**src/rtl/demux8_nibble_collector_pkg.sv**
```systemverilog
// Shared sizing, state encoding and slot-packing helper for the nibble collector.
package demux_pkg;

    localparam int unsigned DEF_WIDTH    = 4;
    localparam int unsigned DEF_CHANNELS = 8;
    localparam int unsigned DEF_PTR_W    = $clog2(DEF_CHANNELS);

    typedef enum logic {
        COLLECT = 1'b0,
        HOLD    = 1'b1
    } state_t;

    // Bit offset of a slot inside a flattened bank.
    function automatic int unsigned slot_lsb(input int unsigned slot, input int unsigned w);
        return slot * w;
    endfunction

endpackage

```
**src/rtl/demux8_nibble_collector_if.sv**
```systemverilog
// Nibble input stream plus parallel frame output handshake.
interface demux8_nibble_collector_if #(
    parameter int unsigned WIDTH    = demux_pkg::DEF_WIDTH,
    parameter int unsigned CHANNELS = demux_pkg::DEF_CHANNELS,
    parameter int unsigned PTR_W    = demux_pkg::DEF_PTR_W
);
    logic [WIDTH-1:0]          din;
    logic                      din_valid;
    logic                      din_ready;
    logic                      resync;
    logic [PTR_W-1:0]          slot_idx;
    logic [CHANNELS*WIDTH-1:0] q;
    logic                      q_valid;
    logic                      q_ack;
    logic                      frame_drop;

    modport slave (
        input  din, din_valid, resync, q_ack,
        output din_ready, slot_idx, q, q_valid, frame_drop
    );

    modport master (
        output din, din_valid, resync, q_ack,
        input  din_ready, slot_idx, q, q_valid, frame_drop
    );
endinterface

```
**src/rtl/demux8_nibble_collector_slot_bank.sv**
```systemverilog
// CHANNELS x WIDTH register array: one indexed write port, full parallel read.
module demux8_nibble_collector_slot_bank
    import demux_pkg::*;
#(
    parameter int unsigned WIDTH    = DEF_WIDTH,
    parameter int unsigned CHANNELS = DEF_CHANNELS,
    parameter int unsigned PTR_W    = DEF_PTR_W
) (
    input  logic                      clk,
    input  logic                      reset,
    input  logic                      we,
    input  logic [PTR_W-1:0]          waddr,
    input  logic [WIDTH-1:0]          wdata,
    output logic [CHANNELS*WIDTH-1:0] rdata
);

    logic [WIDTH-1:0] mem [CHANNELS];

    always_ff @(posedge clk) begin
        if (reset) begin
            for (int unsigned i = 0; i < CHANNELS; i++) begin
                mem[i] <= '0;
            end
        end else if (we) begin
            mem[waddr] <= wdata;
        end
    end

    always_comb begin
        rdata = '0;
        for (int unsigned i = 0; i < CHANNELS; i++) begin
            rdata[slot_lsb(i, WIDTH) +: WIDTH] = mem[i];
        end
    end

endmodule

```
**src/rtl/demux8_nibble_collector.sv**
```systemverilog
// Collects a nibble stream into CHANNELS-slot frames; shadow bank feeds a
// registered output bank with valid/ack, HOLD when the output bank is busy.
module demux8_nibble_collector
    import demux_pkg::*;
#(
    parameter int unsigned WIDTH    = DEF_WIDTH,
    parameter int unsigned CHANNELS = DEF_CHANNELS,
    parameter int unsigned PTR_W    = DEF_PTR_W
) (
    input  logic                     clk,
    input  logic                     reset,
    demux8_nibble_collector_if.slave bus
);

    localparam int unsigned      BUS_W = CHANNELS * WIDTH;
    localparam logic [PTR_W-1:0] LAST  = PTR_W'(CHANNELS - 1);

    state_t           state, state_next;
    logic [PTR_W-1:0] slot_q, slot_next;
    logic [BUS_W-1:0] q_r, q_next, shadow;
    logic             q_valid_r, q_valid_next;
    logic             drop_r, drop_next;
    logic             sh_we;
    logic             ready_c, accept, bank_free;

    assign ready_c   = !reset && (state == COLLECT);
    assign accept    = bus.din_valid && ready_c;
    assign bank_free = !q_valid_r || bus.q_ack;

    demux8_nibble_collector_slot_bank #(
        .WIDTH(WIDTH), .CHANNELS(CHANNELS), .PTR_W(PTR_W)
    ) u_shadow (
        .clk   (clk),
        .reset (reset),
        .we    (sh_we),
        .waddr (slot_q),
        .wdata (bus.din),
        .rdata (shadow)
    );

    // Next-state, slot pointer, output bank and shadow write decode.
    always_comb begin
        state_next   = state;
        slot_next    = slot_q;
        q_next       = q_r;
        q_valid_next = q_valid_r;
        drop_next    = 1'b0;
        sh_we        = 1'b0;

        if (q_valid_r && bus.q_ack) begin
            q_valid_next = 1'b0;
        end

        case (state)
            COLLECT: begin
                if (bus.resync) begin
                    slot_next = '0;
                end else if (accept) begin
                    if (slot_q != LAST) begin
                        sh_we     = 1'b1;
                        slot_next = slot_q + PTR_W'(1);
                    end else begin
                        slot_next = '0;
                        if (bank_free) begin
                            // Final nibble bypasses the shadow straight into q.
                            q_next = shadow;
                            q_next[slot_lsb(CHANNELS - 1, WIDTH) +: WIDTH] = bus.din;
                            q_valid_next = 1'b1;
                        end else begin
                            sh_we      = 1'b1;
                            state_next = HOLD;
                        end
                    end
                end
            end
            HOLD: begin
                if (bus.resync) begin
                    drop_next  = 1'b1;
                    slot_next  = '0;
                    state_next = COLLECT;
                end else if (bus.q_ack) begin
                    q_next       = shadow;
                    q_valid_next = 1'b1;
                    state_next   = COLLECT;
                end
            end
            default: state_next = COLLECT;
        endcase
    end

    always_ff @(posedge clk) begin
        if (reset) begin
            state     <= COLLECT;
            slot_q    <= '0;
            q_r       <= '0;
            q_valid_r <= 1'b0;
            drop_r    <= 1'b0;
        end else begin
            state     <= state_next;
            slot_q    <= slot_next;
            q_r       <= q_next;
            q_valid_r <= q_valid_next;
            drop_r    <= drop_next;
        end
    end

    assign bus.din_ready  = ready_c;
    assign bus.slot_idx   = slot_q;
    assign bus.q          = q_r;
    assign bus.q_valid    = q_valid_r;
    assign bus.frame_drop = drop_r;

endmodule

```
**src/flat_wrapper.sv**
```systemverilog
// flat-port wrapper written by rule: the top's interface ports become plain ports
module demux8_nibble_collector_flat import demux_pkg::*;
#(
    parameter int unsigned WIDTH    = DEF_WIDTH,
    parameter int unsigned CHANNELS = DEF_CHANNELS,
    parameter int unsigned PTR_W    = DEF_PTR_W
)
  (clk, reset, bus_din, bus_din_valid, bus_resync, bus_q_ack, bus_din_ready, bus_slot_idx, bus_q, bus_q_valid, bus_frame_drop);
  demux8_nibble_collector_if #(.WIDTH(WIDTH), .CHANNELS(CHANNELS), .PTR_W(PTR_W)) bus_i ();
  input  logic clk;
  input  logic reset;
  input wire logic [$bits(bus_i.din)-1:0] bus_din;
  input wire logic [$bits(bus_i.din_valid)-1:0] bus_din_valid;
  input wire logic [$bits(bus_i.resync)-1:0] bus_resync;
  input wire logic [$bits(bus_i.q_ack)-1:0] bus_q_ack;
  output wire logic [$bits(bus_i.din_ready)-1:0] bus_din_ready;
  output wire logic [$bits(bus_i.slot_idx)-1:0] bus_slot_idx;
  output wire logic [$bits(bus_i.q)-1:0] bus_q;
  output wire logic [$bits(bus_i.q_valid)-1:0] bus_q_valid;
  output wire logic [$bits(bus_i.frame_drop)-1:0] bus_frame_drop;
  assign bus_i.din = bus_din;
  assign bus_i.din_valid = bus_din_valid;
  assign bus_i.resync = bus_resync;
  assign bus_i.q_ack = bus_q_ack;
  assign bus_din_ready = bus_i.din_ready;
  assign bus_slot_idx = bus_i.slot_idx;
  assign bus_q = bus_i.q;
  assign bus_q_valid = bus_i.q_valid;
  assign bus_frame_drop = bus_i.frame_drop;
  demux8_nibble_collector #(.WIDTH(WIDTH), .CHANNELS(CHANNELS), .PTR_W(PTR_W)) u_core (.clk(clk), .reset(reset), .bus(bus_i));
endmodule
```
**config.mk**
```make
export PLATFORM = sky130hd
export DESIGN_NAME = demux8_nibble_collector_flat
export DESIGN_NICKNAME = d
export VERILOG_FILES = /design/src/rtl/demux8_nibble_collector_pkg.sv /design/src/rtl/demux8_nibble_collector_if.sv /design/src/rtl/demux8_nibble_collector_slot_bank.sv /design/src/rtl/demux8_nibble_collector.sv /design/src/flat_wrapper.sv
export SDC_FILE = /design/constraint.sdc
export NUM_CORES = 1
export LEC_CHECK = 0
export CAP_MARGIN = 20
export CORE_MARGIN = 3
export CORE_UTILIZATION = 50
export CTS_BUF_LIST = sky130_fd_sc_hd__clkbuf_2 sky130_fd_sc_hd__clkbuf_4 sky130_fd_sc_hd__clkbuf_8
export DETAILED_ROUTE_END_ITERATION = 8
export GPL_TIMING_DRIVEN = 0
export PLACE_DENSITY = 0.79
export SKIP_LAST_GASP = 1
export SLEW_MARGIN = 20
export SYNTH_ARGS = -nofsm -noshare
export SYNTH_HDL_FRONTEND = slang
export SYNTH_HIERARCHICAL = 1
export SYNTH_SLANG_ARGS = --single-unit
```
**constraint.sdc**
```tcl
create_clock -name clk -period 2.3 [get_ports clk]
set_clock_uncertainty 0.2 [all_clocks]
set_input_delay 0.46 -clock clk [delete_from_list [all_inputs] [get_ports clk]]
set_output_delay 0.46 -clock clk [all_outputs]
set_load 0.02 [all_outputs]
```
==> impl_results.md, run 1 <==
* Crit. End Element: primary output
* Area delta synth->final at 28.5%
* FP Rows at 28
* Register area share after synthesis at 0.549
* Final HPWL DP at 4120 um
* Synth cell types at 32
* PwrDens at 662 nW/um2
* Maximum vdd ir drop at 380 uV
* Yosys reg bits at 70
* Fraction of layout cells with a size suffix above 1 at 0.156
* Syn Std Cell Area at 3140 um2
* Slew HR at 0.674
* Core Util, Final at 0.673
* CP Class: in2out
* Die footprint at 7260 um2
* Post-DR wirelength/cell at 15.0 um
* Area of the multi-input gates at 1340 um2
* Starting density of the core at 0.523
* Crit path launch: reset
* Worst reg2reg setup slack at 0.18 ns
* Die X at 85.2 um
* Total power draw at 2.67 mW
* Total CTS buffers at 9
* R2r endpoint: u_core/bus.q[30]
* Pin slew with the least headroom to its limit at 0.487 ns
* DRT Wirelength at 6120 um
* Arr. time, crit path at 1.55 ns
* Hold endpoint: u_core/bus.q[6]
* Origin of the critical flop-to-flop path: u_core/bus.slot_idx[1]
* Hold Path Origin: u_core/bus.q[6]
* Yosys top cell area share at 0.306
* Hold Buf Count CTS at 0
* LEAKAGE at 1.65 nW
* H-tree depth at 3
* Final Hold Viols at 0
* Required time of the critical path at 1.64 ns
* Fmax at 0.452 GHz
* Filler Cell Count at 435
* Antenna violations before repair at 0
* Worst-case clock buffer depth at 2
* Hold Path Class: reg2reg
* Register area at 1720 um2
* Hold Path Cell Cnt at 2
* # IOs at 47
* Via count at 2,107
* Post-synthesis cell type with the largest combined area: edfxtp_1
* ANT nets after route at 0
* Status: finished clean
* First-pass GRT wire length at 10,400 um
* Synth Net Count at 280
* Worst R2R Path Depth at 5
* Final setup violation count at 0
* GR Overflow Total at 0
* Ranking of synthesized cells by area: edfxtp_1 (31%), dfxtp_1 (24%), nand2b_1 (12%)
* Max Slew Vio Count at 0
* Clk_lat worst skew at 0.34 ns
* Period utilization at 0.962
* CP startpoint kind: input port
* ANT cells at 0
* Fin nets at 341
* Clock slew at reported path FFs at 0.07 ns
* Tmin final at 2.21 ns
* Vias in the first global route at 2,226
* RSZ-0062 raised after global routing: true
* Total number of yosys warnings at 6
* DRC at 0
* Drt pass-1 iters at 4
* CTS tree: built
* Syn Area/Cell at 11.7 um2
* Max Cap Viol at 0
* Clock root buffer: clkbuf_8
* Mapped Cells at 268
* Vias per cell at 5.15
* Final GP Congestion at 0.789
* Port Buffers at 46
* Core Area at 5990 um2
* Total track usage at 0.183
* DRT iter0 DRCs at 125
* DIE HEIGHT at 85.2 um
* Largest net degree at the start of global routing at 13
* CTS sink cnt at 70
* Crit-path max FO at 10
* Setup TNS at 0 ns
worst max-delay path, cell delays in order:
cell and delay [ns]:
clkdlybuf4s15_1 0.26, clkbuf_8 0.23, buf_4 0.18, nor2_1 0.08, dlygate4sd2_1 0.33
stage by stage:
stage | hold WS, ns | std cells | setup WS [ns] | instance area, um2
floorplan | 0.284 | 268 | 0.0687 | 3140
detailed placement | 0.266 | 389 | -0.926 | 3690
finish | 0.271 | 409 | 0.0871 | 4030
global route | 0.298 | 409 | -0.0259 | 4030
CTS | 0.278 | 408 | 0.0805 | 4010
global placement | 0.261 | 389 | -0.908 | 3690
where the power goes:
| part | total, mW | internal [mW] | leakage (nW) | switching, mW |
|---|---|---|---|---|
| Sequential | 1.33 | 1.32 | 0.637 | 0.00778 |
| Combinational | 0.139 | 0.0693 | 0.890 | 0.0702 |
| Clock | 1.20 | 0.748 | 0.126 | 0.455 |
| Total | 2.67 | 2.14 | 1.65 | 0.533 |
cell families after synthesis:
group,count (synthesis),share of synthesized area
AOI/OAI and AO/OA,12,0.0331
and+or+nand+nor,123,0.238
adders and majority gates,3,0.0120
buffers and inverters,21,0.0395
DFF,70,0.549
muxes,39,0.128
metal layers:
| layer | wire (um) | track usage | up-vias |
|---|---|---|---|
| li1 | - | - | 1037 |
| met1 | 2600 | 0.217 | 992 |
| met2 | 3020 | 0.312 | 65 |
| met3 | 378 | 0.0379 | 13 |
| met4 | 120 | 0.0978 | 0 |
| met5 | 0 | 0 | - |
what timing repair did:
item	in CTS	in global routing
pin swaps	1	2
gates resized for setup	16	4
buffers inserted	3	1
endpoints found under the hold margin	0	0
endpoints found under the setup margin	96	43
worst max path at each step:
stage	slack [ns]	end
2_1_floorplan	0.07	u_core/u_shadow/mem[3][0]
3_3_place_gp	-0.91	bus_din_ready
3_5_place_dp	-0.93	bus_din_ready
4_1_cts	0.08	bus_din_ready
5_1_grt	-0.03	u_core/u_shadow/mem[7][0]
6_report	0.09	bus_din_ready
final cells by class:
| class | instances | area share |
|---|---|---|
| plain buffers | 18 | 0.0314 |
| clock buffers | 10 | 0.0342 |
| clock inverters | 6 | 0.0270 |
| inverters | 3 | 0.00279 |
| multi-input cells | 177 | 0.333 |
| flip-flops and latches | 70 | 0.427 |
| well taps | 75 | 0.0233 |
| repair buffers | 50 | 0.121 |
state kept, by name, summed over array words and instances, names as in the netlist, named ones only:
register and count:
u_core/bus.slot_idx 3, u_core/state 1, u_core/bus.frame_drop 1, u_core/u_shadow/mem 32, u_core/bus.q 32
placed cells by master, fill, tap and decap left out, types with 4 or more instances in the layout:
cell / count
edfxtp_1: 32
clkdlybuf4s50_1: 43
clkbuf_8: 11
nor2_1: 40
nor2b_1: 5
dfxtp_1: 38
clkbuf_1: 6
nand2b_1: 59
buf_6: 4
o21bai_4: 4
buf_4: 8
mux2i_1: 35
a31o_2: 4
cell usage after synthesis, drive strengths merged:
| master | count |
|---|---|
| nor4b | 1 |
| nand2b | 59 |
| inv | 3 |
| nand2 | 3 |
| nor4 | 1 |
| a221oi | 1 |
| clkbuf | 7 |
| buf | 11 |
| nor3 | 3 |
| mux2 | 4 |
| o21bai | 4 |
| a31oi | 2 |
| a31o | 4 |
| nor2b | 6 |
| mux2i | 35 |
| ha | 3 |
| dfxtp | 38 |
| and3b | 1 |
| edfxtp | 32 |
| a21boi | 1 |
| nand4bb | 4 |
| nor2 | 40 |
| nand4b | 4 |
| or2 | 1 |
Power figures use the tool's default switching activity.
==> inputs of run 2 (changes only) <==
--- a/config.mk
+++ b/config.mk
@@ -6,12 +6,11 @@
 export NUM_CORES = 1
 export LEC_CHECK = 0
 export CAP_MARGIN = 20
-export CORE_MARGIN = 3
 export CORE_UTILIZATION = 50
 export CTS_BUF_LIST = sky130_fd_sc_hd__clkbuf_2 sky130_fd_sc_hd__clkbuf_4 sky130_fd_sc_hd__clkbuf_8
 export DETAILED_ROUTE_END_ITERATION = 8
 export GPL_TIMING_DRIVEN = 0
-export PLACE_DENSITY = 0.79
+export PLACE_DENSITY_LB_ADDON = 0.05
 export SKIP_LAST_GASP = 1
 export SLEW_MARGIN = 20
 export SYNTH_ARGS = -nofsm -noshare
==> run 2 against run 1 <==
Net effect: non-clock buffer count is 3 lower; sequential cell count unchanged; combinational power down 5%; largest cell class unchanged; largest power group unchanged.
==> impl_results.md, run 2 (same netlist as run 1, synthesis figures left out) <==
* CP startpoint kind: input port
* Gate power share at 0.052 (about the same)
* Port Buffers at 46 (unchanged)
* ANT nets after route at 0 (unchanged)
* Tmin final at 2.22 ns (+0.00710 ns)
* Post-DR wirelength/cell at 14.6 um (-2.7%)
* Area delta synth->final at 26.7%
* Status: finished clean
* Slew HR at 0.692 (+0.0173)
* Via count at 2,062 (-2.1%)
* Period utilization at 0.965 (+0.00309)
* Worst reg2reg setup slack at 0.14 ns (-0.04 ns)
* GR Overflow Total at 0 (unchanged)
* Hold endpoint: u_core/bus.q[13]
* Required time of the critical path at 2.12 ns (+0.48 ns)
* Commonest non-fill, non-tap cell in the layout: nand2b_1
* Fmax at 0.450 GHz (-0.32%)
* Max Slew Vio Count at 0 (unchanged)
* Final std cells w/o fill at 406 (-0.73%)
* Clock slew at reported path FFs at 0.07 ns (about the same)
* CP Class: in2reg
* DIE HEIGHT at 81.2 um (-4.7%)
* Hold Path Cell Cnt at 2 (unchanged)
* # IOs at 47 (unchanged)
* Starting density of the core at 0.523 (unchanged)
* Worst-case clock buffer depth at 2 (unchanged)
* Post-route setup slack at 0.0800 ns (-0.00710 ns)
* CTS sink cnt at 70 (unchanged)
* Final setup violation count at 0 (unchanged)
* NetSw at 0.509 mW (-4.4%)
* Final GP Congestion at 0.845 (+7.2%)
* Clk pwr share at 0.432 (-0.019)
* Most frequent cells in the layout: nand2b_1 (59), clkdlybuf4s50_1 (43), nor2_1 (40)
* Maximum vdd ir drop at 551 uV (+45%)
* R2r endpoint: u_core/u_shadow/mem[5][3]
* Pint at 2.06 mW (-3.5%)
* Core Area at 5990 um2 (unchanged)
* Final Hold Viols at 0 (unchanged)
* FP Rows at 28 (unchanged)
* Final HPWL DP at 4070 um (-1.3%)
* Origin of the critical flop-to-flop path: u_core/bus.slot_idx[1]
* CTS tree: built
* DRC at 0 (unchanged)
* Hold Path Origin: u_core/bus.q[13]
* ANT cells at 0 (unchanged)
* DRT iter0 DRCs at 156 (+25%)
* Hold Buf Count CTS at 0 (unchanged)
* Crit. End Element: flip-flop
* Fin nets at 338 (-0.88%)
* Vias per cell at 5.08 (-1.4%)
* LEAKAGE at 1.63 nW (-1.5%)
* Dpl ws at -0.956 ns (-0.0298 ns)
* Crit-path max FO at 5 (-5)
* Hold_ws at 0.276 ns (+0.00542 ns)
* H-tree depth at 3 (unchanged)
* DRT Wirelength at 5910 um (-3.4%)
* Clk_lat worst skew at 0.33 ns (about the same)
* Max Cap Viol at 0 (unchanged)
* Worst R2R Path Depth at 6 (+1)
* PwrDens at 647 nW/um2 (-2.3%)
* Setup TNS at 0 ns (unchanged)
* Antenna violations before repair at 0 (unchanged)
* Placed cells at 389 (unchanged)
* Fraction of layout cells with a size suffix above 1 at 0.145 (-0.0107)
* Arr. time, crit path at 2.04 ns (+0.49 ns)
* Total track usage at 0.201 (+0.0177)
* Sw Ratio at 0.198 (-0.00155)
* Pin slew with the least headroom to its limit at 0.461 ns (-0.0259 ns)
* Die footprint at 6590 um2 (-9.2%)
* Die X at 81.2 um (-4.7%)
* Total CTS buffers at 9 (unchanged)
* Part of the power in registers at 0.516 (+0.019)
* Vias in the first global route at 2,004 (-10%)
* First-pass GRT wire length at 9570 um (-7.7%)
* Largest net degree at the start of global routing at 12 (-1)
* RSZ-0062 raised after global routing: false
* Hold Path Class: reg2reg
* Drt pass-1 iters at 4 (unchanged)
* Core Util, Final at 0.663 (-0.00940)
* Post-CTS setup repair buffer count at 0 (-3)
* Clock root buffer: clkbuf_8
## run 2: cell count changes in the layout (fill, tap and decap cells not counted), sizes merged
cell	change
clkbuf	+3
clkdlybuf4s15	-1
clkinv	-1
bufinv	-1
buf	-3
## run 2: area by class of cell
type                    count  area [um2]
plain buffers              18         124
clock buffers              12         159
clock inverters             4        68.8
fillers                   489        2020
inverters                   3        11.3
multi-input cells         177        1340
flip-flops and latches     70        1720
well taps                  75        93.8
repair buffers             47         458
## run 2: how the worst max path moves through the flow
stage	end	slack (ns)	startpoint	cells past startpoint
final	u_core/u_shadow/mem[5][3]	0.08	bus_din_valid	6
after global routing	bus_slot_idx[2]	0.004	u_core/bus.slot_idx[2]	1
after CTS	bus_din_ready	-0.002	reset	5
after detailed placement	bus_din_ready	-0.96	reset	5
after global placement	bus_din_ready	-0.93	reset	5
after floorplan	u_core/u_shadow/mem[3][0]	0.07	reset	6
## run 2: worst max-delay path, cell delays in order
cell             delay, ns
clkdlybuf4s50_1       0.50
nor4b_4               0.27
a21boi_4              0.26
buf_4                 0.16
nand2_2               0.14
o21bai_2              0.25
## run 2: power groups by stage
stage,clock network [mW],registers (mW),logic (mW)
final,1.11,1.33,0.132
after global routing,1.19,1.33,0.143
after CTS,1.14,1.33,0.132
after detailed placement,0,1.36,0.126
after global placement,0,1.36,0.125
after floorplan,0,1.35,0.0810
## run 2: per-stage QoR
step / instance area [um2] / power [mW]
finish: 3970 / 2.57
floorplan: 3140 / 1.44
global route: 3970 / 2.67
CTS: 3960 / 2.60
global placement: 3690 / 1.48
detailed placement: 3690 / 1.48
## run 2: what timing repair did
item / in CTS / in global routing
pin swaps: 1 / 1
hold endpoints to repair: 0 / 0
resized for setup: 14 / 7
setup endpoints to repair: 97 / 35
gates cloned: 0 / 1
## run 2: metal layers
metal | part of all wire | GRT usage | up-vias
met3 | 0.050 | 0.0629 | 9
li1 | - | - | 1030
met2 | 0.48 | 0.320 | 55
met5 | 0 | 0 | -
met4 | 0.015 | 0.0696 | 0
met1 | 0.45 | 0.258 | 968
==> inputs of run 3 (changes only) <==
--- a/config.mk
+++ b/config.mk
@@ -5,8 +5,9 @@
 export SDC_FILE = /design/constraint.sdc
 export NUM_CORES = 1
 export LEC_CHECK = 0
+export ABC_CLOCK_PERIOD_IN_PS = 2300
 export CAP_MARGIN = 20
-export CORE_UTILIZATION = 50
+export CORE_UTILIZATION = 48
 export CTS_BUF_LIST = sky130_fd_sc_hd__clkbuf_2 sky130_fd_sc_hd__clkbuf_4 sky130_fd_sc_hd__clkbuf_8
 export DETAILED_ROUTE_END_ITERATION = 8
 export GPL_TIMING_DRIVEN = 0
==> run 3 against run 2 <==
Net effect: final area fell by 0.28%; final cell count grew 0.49%; global-route usage shrank 1.4 points; count of clock-buffer cells in the layout decreased by 3; the flow now finishes with violations (DRC); first-iteration DRC count decreased by 28%.
==> impl_results.md, run 3 (same netlist as run 1, synthesis figures left out) <==
* Final HPWL DP at 4120 um (+1.2%)
* Vias in the first global route at 2,044 (+2.0%)
* Hold Buf Count CTS at 0 (unchanged)
* Most frequent cells in the layout: nand2b_1 (59), clkdlybuf4s50_1 (43), nor2_1 (40)
* Post-route setup slack at 0.0951 ns (+0.0151 ns)
* Arr. time, crit path at 2.04 ns (about the same)
* Max Slew Vio Count at 0 (unchanged)
* Clock slew at reported path FFs at 0.07 ns (about the same)
* Core Area at 6310 um2 (+5.4%)
* Period utilization at 0.959 (-0.00656)
* CP Class: in2reg
* ANT nets after route at 0 (unchanged)
* Maximum vdd ir drop at 345 uV (-37%)
* Crit-path max FO at 9 (+4)
* Crit. End Element: flip-flop
* Die X at 82.8 um (+2.0%)
* H-tree depth at 3 (unchanged)
* Core Util, Final at 0.628 (-0.0357)
* Total power draw at 2.51 mW (-2.3%)
* Starting density of the core at 0.497 (-0.0268)
* Fmax at 0.454 GHz (+0.68%)
* RSZ-0062 raised after global routing: false
* DIE HEIGHT at 82.8 um (+2.0%)
* Total CTS buffers at 9 (unchanged)
* Crit-path cells: clkdlybuf4s50_1 > nor4b_4 > a21boi_1 > buf_4 > nor2b_4 > a31o_2
* LEAKAGE at 1.62 nW (-0.84%)
* Worst-case clock buffer depth at 2 (unchanged)
* Fraction of layout cells with a size suffix above 1 at 0.139 (-0.00604)
* Fin nets at 338 (unchanged)
* Dpl ws at -0.986 ns (-0.0297 ns)
* GR Overflow Total at 0 (unchanged)
* Required time of the critical path at 2.14 ns (+0.02 ns)
* Clk_lat worst skew at 0.34 ns (about the same)
* Port Buffers at 46 (unchanged)
* Commonest non-fill, non-tap cell in the layout: nand2b_1
* Pin slew with the least headroom to its limit at 0.411 ns (-0.0499 ns)
* ANT cells at 0 (unchanged)
* Clock root buffer: clkbuf_8
* Antenna violations before repair at 0 (unchanged)
* CTS tree: built
* Vias per cell at 5.01 (-1.3%)
* Post-DR wirelength/cell at 14.4 um (-1.1%)
* PwrDens at 634 nW/um2 (-2.0%)
* FP Rows at 29 (+3.6%)
* Final setup violation count at 0 (unchanged)
* Tmin final at 2.20 ns (-0.0151 ns)
* CP startpoint kind: input port
* Status: finished, violations left
* Die footprint at 6860 um2 (+4.1%)
* Drt pass-1 iters at 6 (+2)
* First-pass GRT wire length at 9890 um (+3.3%)
* Final Hold Viols at 0 (unchanged)
* DRT iter0 DRCs at 112 (-28%)
* Largest net degree at the start of global routing at 13 (+1)
* Slew HR at 0.725 (+0.0334)
* Worst path max stage delay at 0.51 ns (about the same)
* Hold_ws at 0.274 ns (-0.00208 ns)
* Hold Path Class: reg2reg
* DRC at 2 (+2)
* Failing checks: DRC
* Crit-path leading delay family: buffers and inverters
* CTS sink cnt at 70 (unchanged)
* Total track usage at 0.187 (-0.0142)
* Via count at 2,045 (-0.82%)
* DRT Wirelength at 5870 um (-0.66%)
* Final GP Congestion at 0.804 (-4.9%)
* Slowest cell on the critical path: clkdlybuf4s50_1
* Area delta synth->final at 26.4%
* WP buf/inv at 2 (unchanged)
* # IOs at 47 (unchanged)
* Max Cap Viol at 0 (unchanged)
## run 3: layout make-up
class	count	area, um2
buffer	18	126
clock buffer	9	124
clock inverter	7	88.8
fill	536	2350
inverter	3	11.3
multi-input combinational	177	1330
sequential	70	1720
tap	77	96.3
timing repair buffer	47	460
## run 3: worst register-to-register path: stages (launching register included)
cell and delay, ns:
dfxtp_1 0.40, ha_1 0.24, ha_1 0.23, a21boi_1 0.15
buf_4 0.18, nor2b_4 0.18, a31o_2 0.24
## run 3: final timing paths
kind | startpoint | endpoint | slack, ns | cells past startpoint
worst max-delay path | bus_din_valid | u_core/u_shadow/mem[2][1] | 0.1 | 6
worst min-delay path | u_core/bus.q[9] | u_core/bus.q[9] | 0.27 | 2
worst max register to register | u_core/bus.slot_idx[1] | u_core/u_shadow/mem[2][1] | 0.19 | 6
worst min register to register | u_core/bus.q[9] | u_core/bus.q[9] | 0.27 | 2
## run 3: timing repair
item,4_1_cts,5_1_grt
endpoints found under the setup margin,97,33
endpoints found under the hold margin,0,0
setup buffers,1,0
gates resized for setup,16,3
pin swaps,0,0
## run 3: power by group
group / internal, mW / switching [mW]
combinational: 0.0657 / 0.0678
sequential: 1.32 / 0.00753
clock: 0.603 / 0.448
total: 1.99 / 0.523
## run 3: per-stage QoR
| stage | setup TNS, ns | instance area, um2 | cells |
|---|---|---|---|
| detailed placement | -61.92 | 3690 | 391 |
| floorplan | 0 | 3140 | 268 |
| global route | 0 | 3960 | 408 |
| CTS | 0 | 3970 | 408 |
| global placement | -57.64 | 3690 | 391 |
| finish | 0 | 3960 | 408 |
## run 3: layer usage
metal  global-route usage  vias to the layer above  part of all wire
met3               0.0497                        7             0.035
met1                0.232                      962              0.45
met2                0.314                       46              0.50
met5                    0                        -                 0
li1                     -                     1030                 -
met4               0.0658                        0             0.010
==> edit 1: new RTL, config.mk and constraints of run 1 <==
Set the package constant `DEF_WIDTH` to 6 (it was 4).
--- a/src/rtl/demux8_nibble_collector_pkg.sv
+++ b/src/rtl/demux8_nibble_collector_pkg.sv
@@ -3,3 +3,3 @@
 
-    localparam int unsigned DEF_WIDTH    = 4;
+    localparam int unsigned DEF_WIDTH    = 6;
     localparam int unsigned DEF_CHANNELS = 8;
Ports: changed (resized bus_din and bus_q); port bits go from 47 to 65. No check against the original RTL was run, so the function may have changed too.
==> edit 1 against run 1 <==
  * Highest routed layer unchanged
  * Worst hold slack better by 0.0073 ns
  * Wire length up 48%
  * Non-clock buffer count up 25
  * Cell area up 38%
  * Total power rose by 22%
  * Sequential cell count up 32
  * Setup slack got worse by 0.044 ns
  * Utilization decreased by 1.5 points
  * Critical path depth increased by 1
  * Area after synthesis increased by 41%
  * Clock power shrank 4%
==> edit 1: results (changes against run 1) <==
.. list-table::
   :header-rows: 1

   * - Metric
     - Value
   * - Run status
     - finished clean (unchanged)
   * - Net count after synthesis
     - 391 (was 280)
   * - FILL cells
     - 666 (was 435)
   * - Port bufs
     - 64 (was 46)
   * - Termination of the worst setup path
     - u_core/u_shadow/mem[5][3] (was bus_din_ready)
   * - Leakage power summed over all cells
     - 2.233 nW (was 1.654 nW)
   * - Commonest cells post-synth
     - nand2b_1 (88), nor2_1 (58), dfxtp_1 (54) (was nand2b_1 (59), nor2_1 (40), dfxtp_1 (38))
   * - Pin count of the biggest net entering global routing
     - 17 (was 13)
   * - Reg2Reg Launch Point
     - u_core/bus.slot_idx[0] (was u_core/bus.slot_idx[1])
   * - Peak supply drop
     - 0.0002780 V (was 0.0003804 V)
   * - Routed vias/inst
     - 5.207 (was 5.152)
   * - Clk pin slew, worst setup/hold paths
     - 0.09 ns (was 0.07 ns)
   * - Slowest stage cell, crit path
     - clkdlybuf4s50_1 (was dlygate4sd2_1)
   * - Router iterations before antenna repair
     - 5 (was 4)
   * - Flop-to-flop setup slack
     - 0.05 ns (was 0.18 ns)
   * - Vias in the first global route
     - 3012 (was 2226)
   * - Global-route wire length before repair
     - 14.81 mm (was 10.37 mm)
   * - Share of synthesized area occupied by flip-flops and latches
     - 57.00% (was 54.91%)
   * - Number of flops mapped to enable cells by yosys
     - 48 (was 32)
   * - Routability-driven placement congestion ratio
     - 0.8453 (was 0.7885)
   * - Iter 0 DRT Violations
     - 157 (was 125)
   * - Stage delay of the slowest cell on the critical path
     - 0.51 ns (was 0.33 ns)
   * - Crit path arrival time
     - 2.10 ns (was 1.55 ns)
   * - Cell types with the largest area share after synthesis
     - edfxtp_1 (33%), dfxtp_1 (24%), nand2b_1 (12%) (was edfxtp_1 (31%), dfxtp_1 (24%), nand2b_1 (12%))
   * - Least-Margin Pin Slew
     - 0.5694 ns (was 0.4869 ns)
   * - Sum of routed wire length over all layers
     - 9.030 mm (was 6.117 mm)
   * - Terminus of the critical flop-to-flop path
     - u_core/u_shadow/mem[5][3] (was u_core/bus.q[30])
   * - FF-to-FF path depth
     - 6 (was 5)
   * - Overall track demand over capacity in global routing
     - 19.22% (was 18.35%)
[edit 1: cell count changes after synthesis, sizes merged, moves of 4 or more]
cell	change
edfxtp	+16
dfxtp	+16
o21bai	+4
nand2b	+29
buf	+4
mux2i	+16
nor2	+18
clkbuf	+4
a31o	-4
[edit 1: metal layers]
metal | share of wire, % | global-route usage [%] | wire length [um]
met4 | 2.5 | 8.497 | 224
met1 | 42 | 24.90 | 3829
met3 | 6.4 | 3.822 | 582
met2 | 49 | 31.40 | 4393
met5 | 0 | 0 | 0
[edit 1: worst min-delay path, cell delays in order (launching register included)]
cell and delay (ns):
dfxtp_1 0.32, nand2b_1 0.06, mux2i_1 0.06
[edit 1: worst min path at each step]
stage	start	cells after the start	to	slack (ns)
2_1_floorplan	u_core/u_shadow/mem[5][1]	2	u_core/bus.q[31]	0.28
3_3_place_gp	u_core/bus.q[10]	2	u_core/bus.q[10]	0.26
3_5_place_dp	u_core/bus.q[18]	2	u_core/bus.q[18]	0.27
4_1_cts	u_core/bus.q[18]	2	u_core/bus.q[18]	0.28
5_1_grt	u_core/bus.q[32]	2	u_core/bus.q[32]	0.30
6_report	u_core/bus.q[12]	2	u_core/bus.q[12]	0.28
[edit 1: layout make-up]
| cell class | count | area share (%) |
|---|---|---|
| plain buffers | 26 | 2.913 |
| well taps | 105 | 2.371 |
| inverters | 1 | 0.06774 |
| repair buffers | 67 | 11.83 |
| multi-input cells | 248 | 33.62 |
| clock buffers | 13 | 2.890 |
| clock inverters | 3 | 0.7902 |
| flip-flops and latches | 102 | 45.52 |
[edit 1: stage by stage]
step	power, mW	worst slack, ns	setup TNS [ns]	cells	area (sq um)
floorplan	2.076	0.004759	0	377	4456
global placement	2.133	-0.9492	-77.72	546	5228
detailed placement	2.138	-0.9853	-81.99	546	5228
CTS	3.283	0.004010	0	562	5520
global route	3.382	0.001506	0	565	5542
finish	3.259	0.04345	0	565	5542
[edit 1: logic make-up after synthesis]
group,after synthesis,share of synthesized area [%]
adders and majority gates,3,0.8483
muxes,57,13.06
AOI/OAI and AO/OA,12,2.149
buffers and inverters,27,3.421
and+or+nand+nor,176,23.52
DFF,102,57.00
[edit 1: what timing repair did]
item	4_1_cts	5_1_grt
pin swaps	2	1
hold buffers	0	0
setup buffers	0	3
setup endpoints to repair	95	49
gates resized for setup	21	3
[edit 1: power groups by stage]
stage                     sequential, mW  combinational (mW)  clock, mW
after floorplan                     1.97               0.102          0
after global placement              1.98               0.157          0
after detailed placement            1.98               0.161          0
after CTS                           1.94               0.172       1.18
after global routing                1.94               0.190       1.25
final                               1.93               0.175       1.15
==> edit 2: new RTL, settings of run 1 <==
Without the edit above. Reset style: asynchronous (`reset`), changed in 2 clocked blocks.
--- a/src/rtl/demux8_nibble_collector_slot_bank.sv
+++ b/src/rtl/demux8_nibble_collector_slot_bank.sv
@@ -18,3 +18,3 @@
 
-    always_ff @(posedge clk) begin
+    always_ff @(posedge clk or posedge reset) begin
         if (reset) begin
--- a/src/rtl/demux8_nibble_collector.sv
+++ b/src/rtl/demux8_nibble_collector.sv
@@ -90,3 +90,3 @@
 
-    always_ff @(posedge clk) begin
+    always_ff @(posedge clk or posedge reset) begin
         if (reset) begin
Check against the original RTL: differs if reset is asserted again (counterexample within 4 cycles, from zero or initial values and one cycle with reset high); with reset held inactive, the same outputs for 10 cycles.
==> edit 2 against run 1 <==
  * Clock power fell by 29%
  * Cell area fell by 5.8%
  * Critical path depth rose by 2
  * Total power fell by 13%
  * Setup slack got worse by 0.0053 ns
  * Synthesized cell count fell by 35%
  * Count of clock-buffer cells in the layout rose by 1
  * Area after synthesis fell by 5.2%
  * Die area fell by 4.8%
  * Maximum frequency fell by 0.24%
  * Sequential cell count did not move
  * Via count fell by 22%
  * Wire length fell by 11%
==> edit 2: results (changes against run 1) <==
.. list-table::
   :header-rows: 1

   * - Metric
     - Value
   * - Run status
     - finished clean (unchanged)
   * - CP startpoint
     - bus_resync (was reset)
   * - Cell count after placement
     - 294 (was 389)
   * - Overall track demand over capacity in global routing
     - 17.09% (was 18.35%)
   * - Class of the worst hold path
     - primary input to asynchronous set/reset pin (was flop to flop)
   * - Adder-cell area share of the yosys netlist
     - 1.263% (was 1.197%)
   * - Area fraction in compound gates after synthesis
     - 1.726% (was 3.312%)
   * - Wire length on met3
     - 219 um (was 378 um)
   * - Cell types with the largest area share after synthesis
     - dfrtp_1 (59%), mux2_4 (15%), mux2_2 (14%) (was edfxtp_1 (31%), dfxtp_1 (24%), nand2b_1 (12%))
   * - Leakage power summed over all cells
     - 1.898 nW (was 1.654 nW)
   * - Mux share of post-synthesis cell area
     - 30.56% (was 12.85%)
   * - Commonest cells post-synth
     - dfrtp_1 (70), mux2_2 (38), mux2_4 (30) (was nand2b_1 (59), nor2_1 (40), dfxtp_1 (38))
   * - Crit path arrival time
     - 2.23 ns (was 1.55 ns)
   * - Iter 0 DRT Violations
     - 79 (was 125)
   * - Sum of routed wire length over all layers
     - 5.470 mm (was 6.117 mm)
   * - Pin count of the biggest net entering global routing
     - 33 (was 13)
   * - Post-route non-filler standard cell count
     - 318 (was 409)
   * - Net count after synthesis
     - 187 (was 280)
   * - Routability-driven placement congestion ratio
     - 0.7613 (was 0.7885)
   * - Count of cell types in the netlist
     - 24 (was 32)
   * - Reg2Reg Launch Point
     - u_core/bus.slot_idx[0] (was u_core/bus.slot_idx[1])
   * - Peak supply drop
     - 0.0004350 V (was 0.0003804 V)
   * - Length of routed wiring on met1
     - 2.535 mm (was 2.597 mm)
   * - Post-DP HPWL
     - 3.628 mm (was 4.121 mm)
   * - Global-route wire length before repair
     - 9.108 mm (was 10.37 mm)
   * - Number of flops mapped to enable cells by yosys
     - 0 (was 32)
   * - Final Net Count
     - 253 (was 341)
   * - Fraction of registers with async set/reset
     - 100.0% (was 0%)
   * - Layout cells sized above 1
     - 44.31% (was 15.57%)
   * - Via count
     - 1652 (was 2107)
   * - Total cell area at the placement stage
     - 3556 sq um (was 3690 sq um)
-- edit 2: cell count changes after synthesis, sizes merged, moves of 6 or more --
cell,delta
mux2i,-32
mux2,+64
nor2b,-6
dfxtp,-38
buf,-7
clkbuf,-7
nor2,-36
dfrtp,+70
edfxtp,-32
nand2b,-58
-- edit 2: logic make-up (layout without fill, tap and decap cells) --
logic type / after synthesis / count (layout)
buffers and inverters: 7 / 78
AOI/OAI and AO/OA: 5 / 5
muxes: 71 / 71
adders and majority gates: 3 / 3
DFF: 70 / 70
and+or+nand+nor: 19 / 19
-- edit 2: power breakdown --
group          internal (mW)  total, mW  switching [mW]
combinational         0.0789      0.154          0.0755
sequential              1.28       1.31          0.0262
clock                  0.423      0.851           0.428
total                   1.78       2.31           0.530
-- edit 2: cell type report --
cell class                      count  area, sq um  area share, %
Sequential cell                    70         1755          46.23
Multi-Input combinational cell     98         1182          31.14
Timing Repair Buffer               55        549.3          14.46
Clock buffer                       11        145.1          3.822
Tap cell                           72        90.09          2.372
Buffer                              4        38.79          1.021
Clock inverter                      5        25.02         0.6590
Inverter                            3        11.26         0.2965
-- edit 2: path summary, 6_finish.rpt --
kind	to	slack [ns]	cells past startpoint
hold reg to reg	u_core/bus.q[8]	0.30	1
setup / recovery	u_core/u_shadow/rdata[18]	0.08	7
hold / removal	u_core/state	0.05	2
max in group asynchronous	u_core/u_shadow/rdata[15]	1.29	2
setup reg to reg	u_core/u_shadow/rdata[18]	0.10	6
min in group clk	u_core/bus.q[8]	0.30	1
-- edit 2: worst max-delay path, stage by stage --
cell	delay (ns)
clkdlybuf4s50_1	0.54
inv_1	0.17
nand2_1	0.10
a21oi_4	0.19
buf_4	0.15
and4bb_4	0.28
mux2_2	0.33
-- edit 2: metal layers --
metal  GRT usage [%]  vias to the layer above
li1                -                      764
met3           5.159                        6
met4           6.686                        0
met1           22.45                      847
met2           26.60                       35
met5               0                        -
-- edit 2: per-stage QoR --
| step | setup slack, ns | TNS, ns |
|---|---|---|
| after floorplan | 0.02994 | 0 |
| after global placement | -0.6173 | -31.22 |
| after detailed placement | -0.7098 | -27.64 |
| after CTS | -0.01688 | -0.01688 |
| after global routing | 0.03218 | 0 |
| final | 0.08187 | 0 |
-- edit 2: timing repair --
action	4_1_cts	5_1_grt
setup endpoints to repair	34	27
pin swaps	1	1
hold endpoints to repair	0	0
resized for setup	4	1
buffers inserted	1	7
hold buffers	0	0
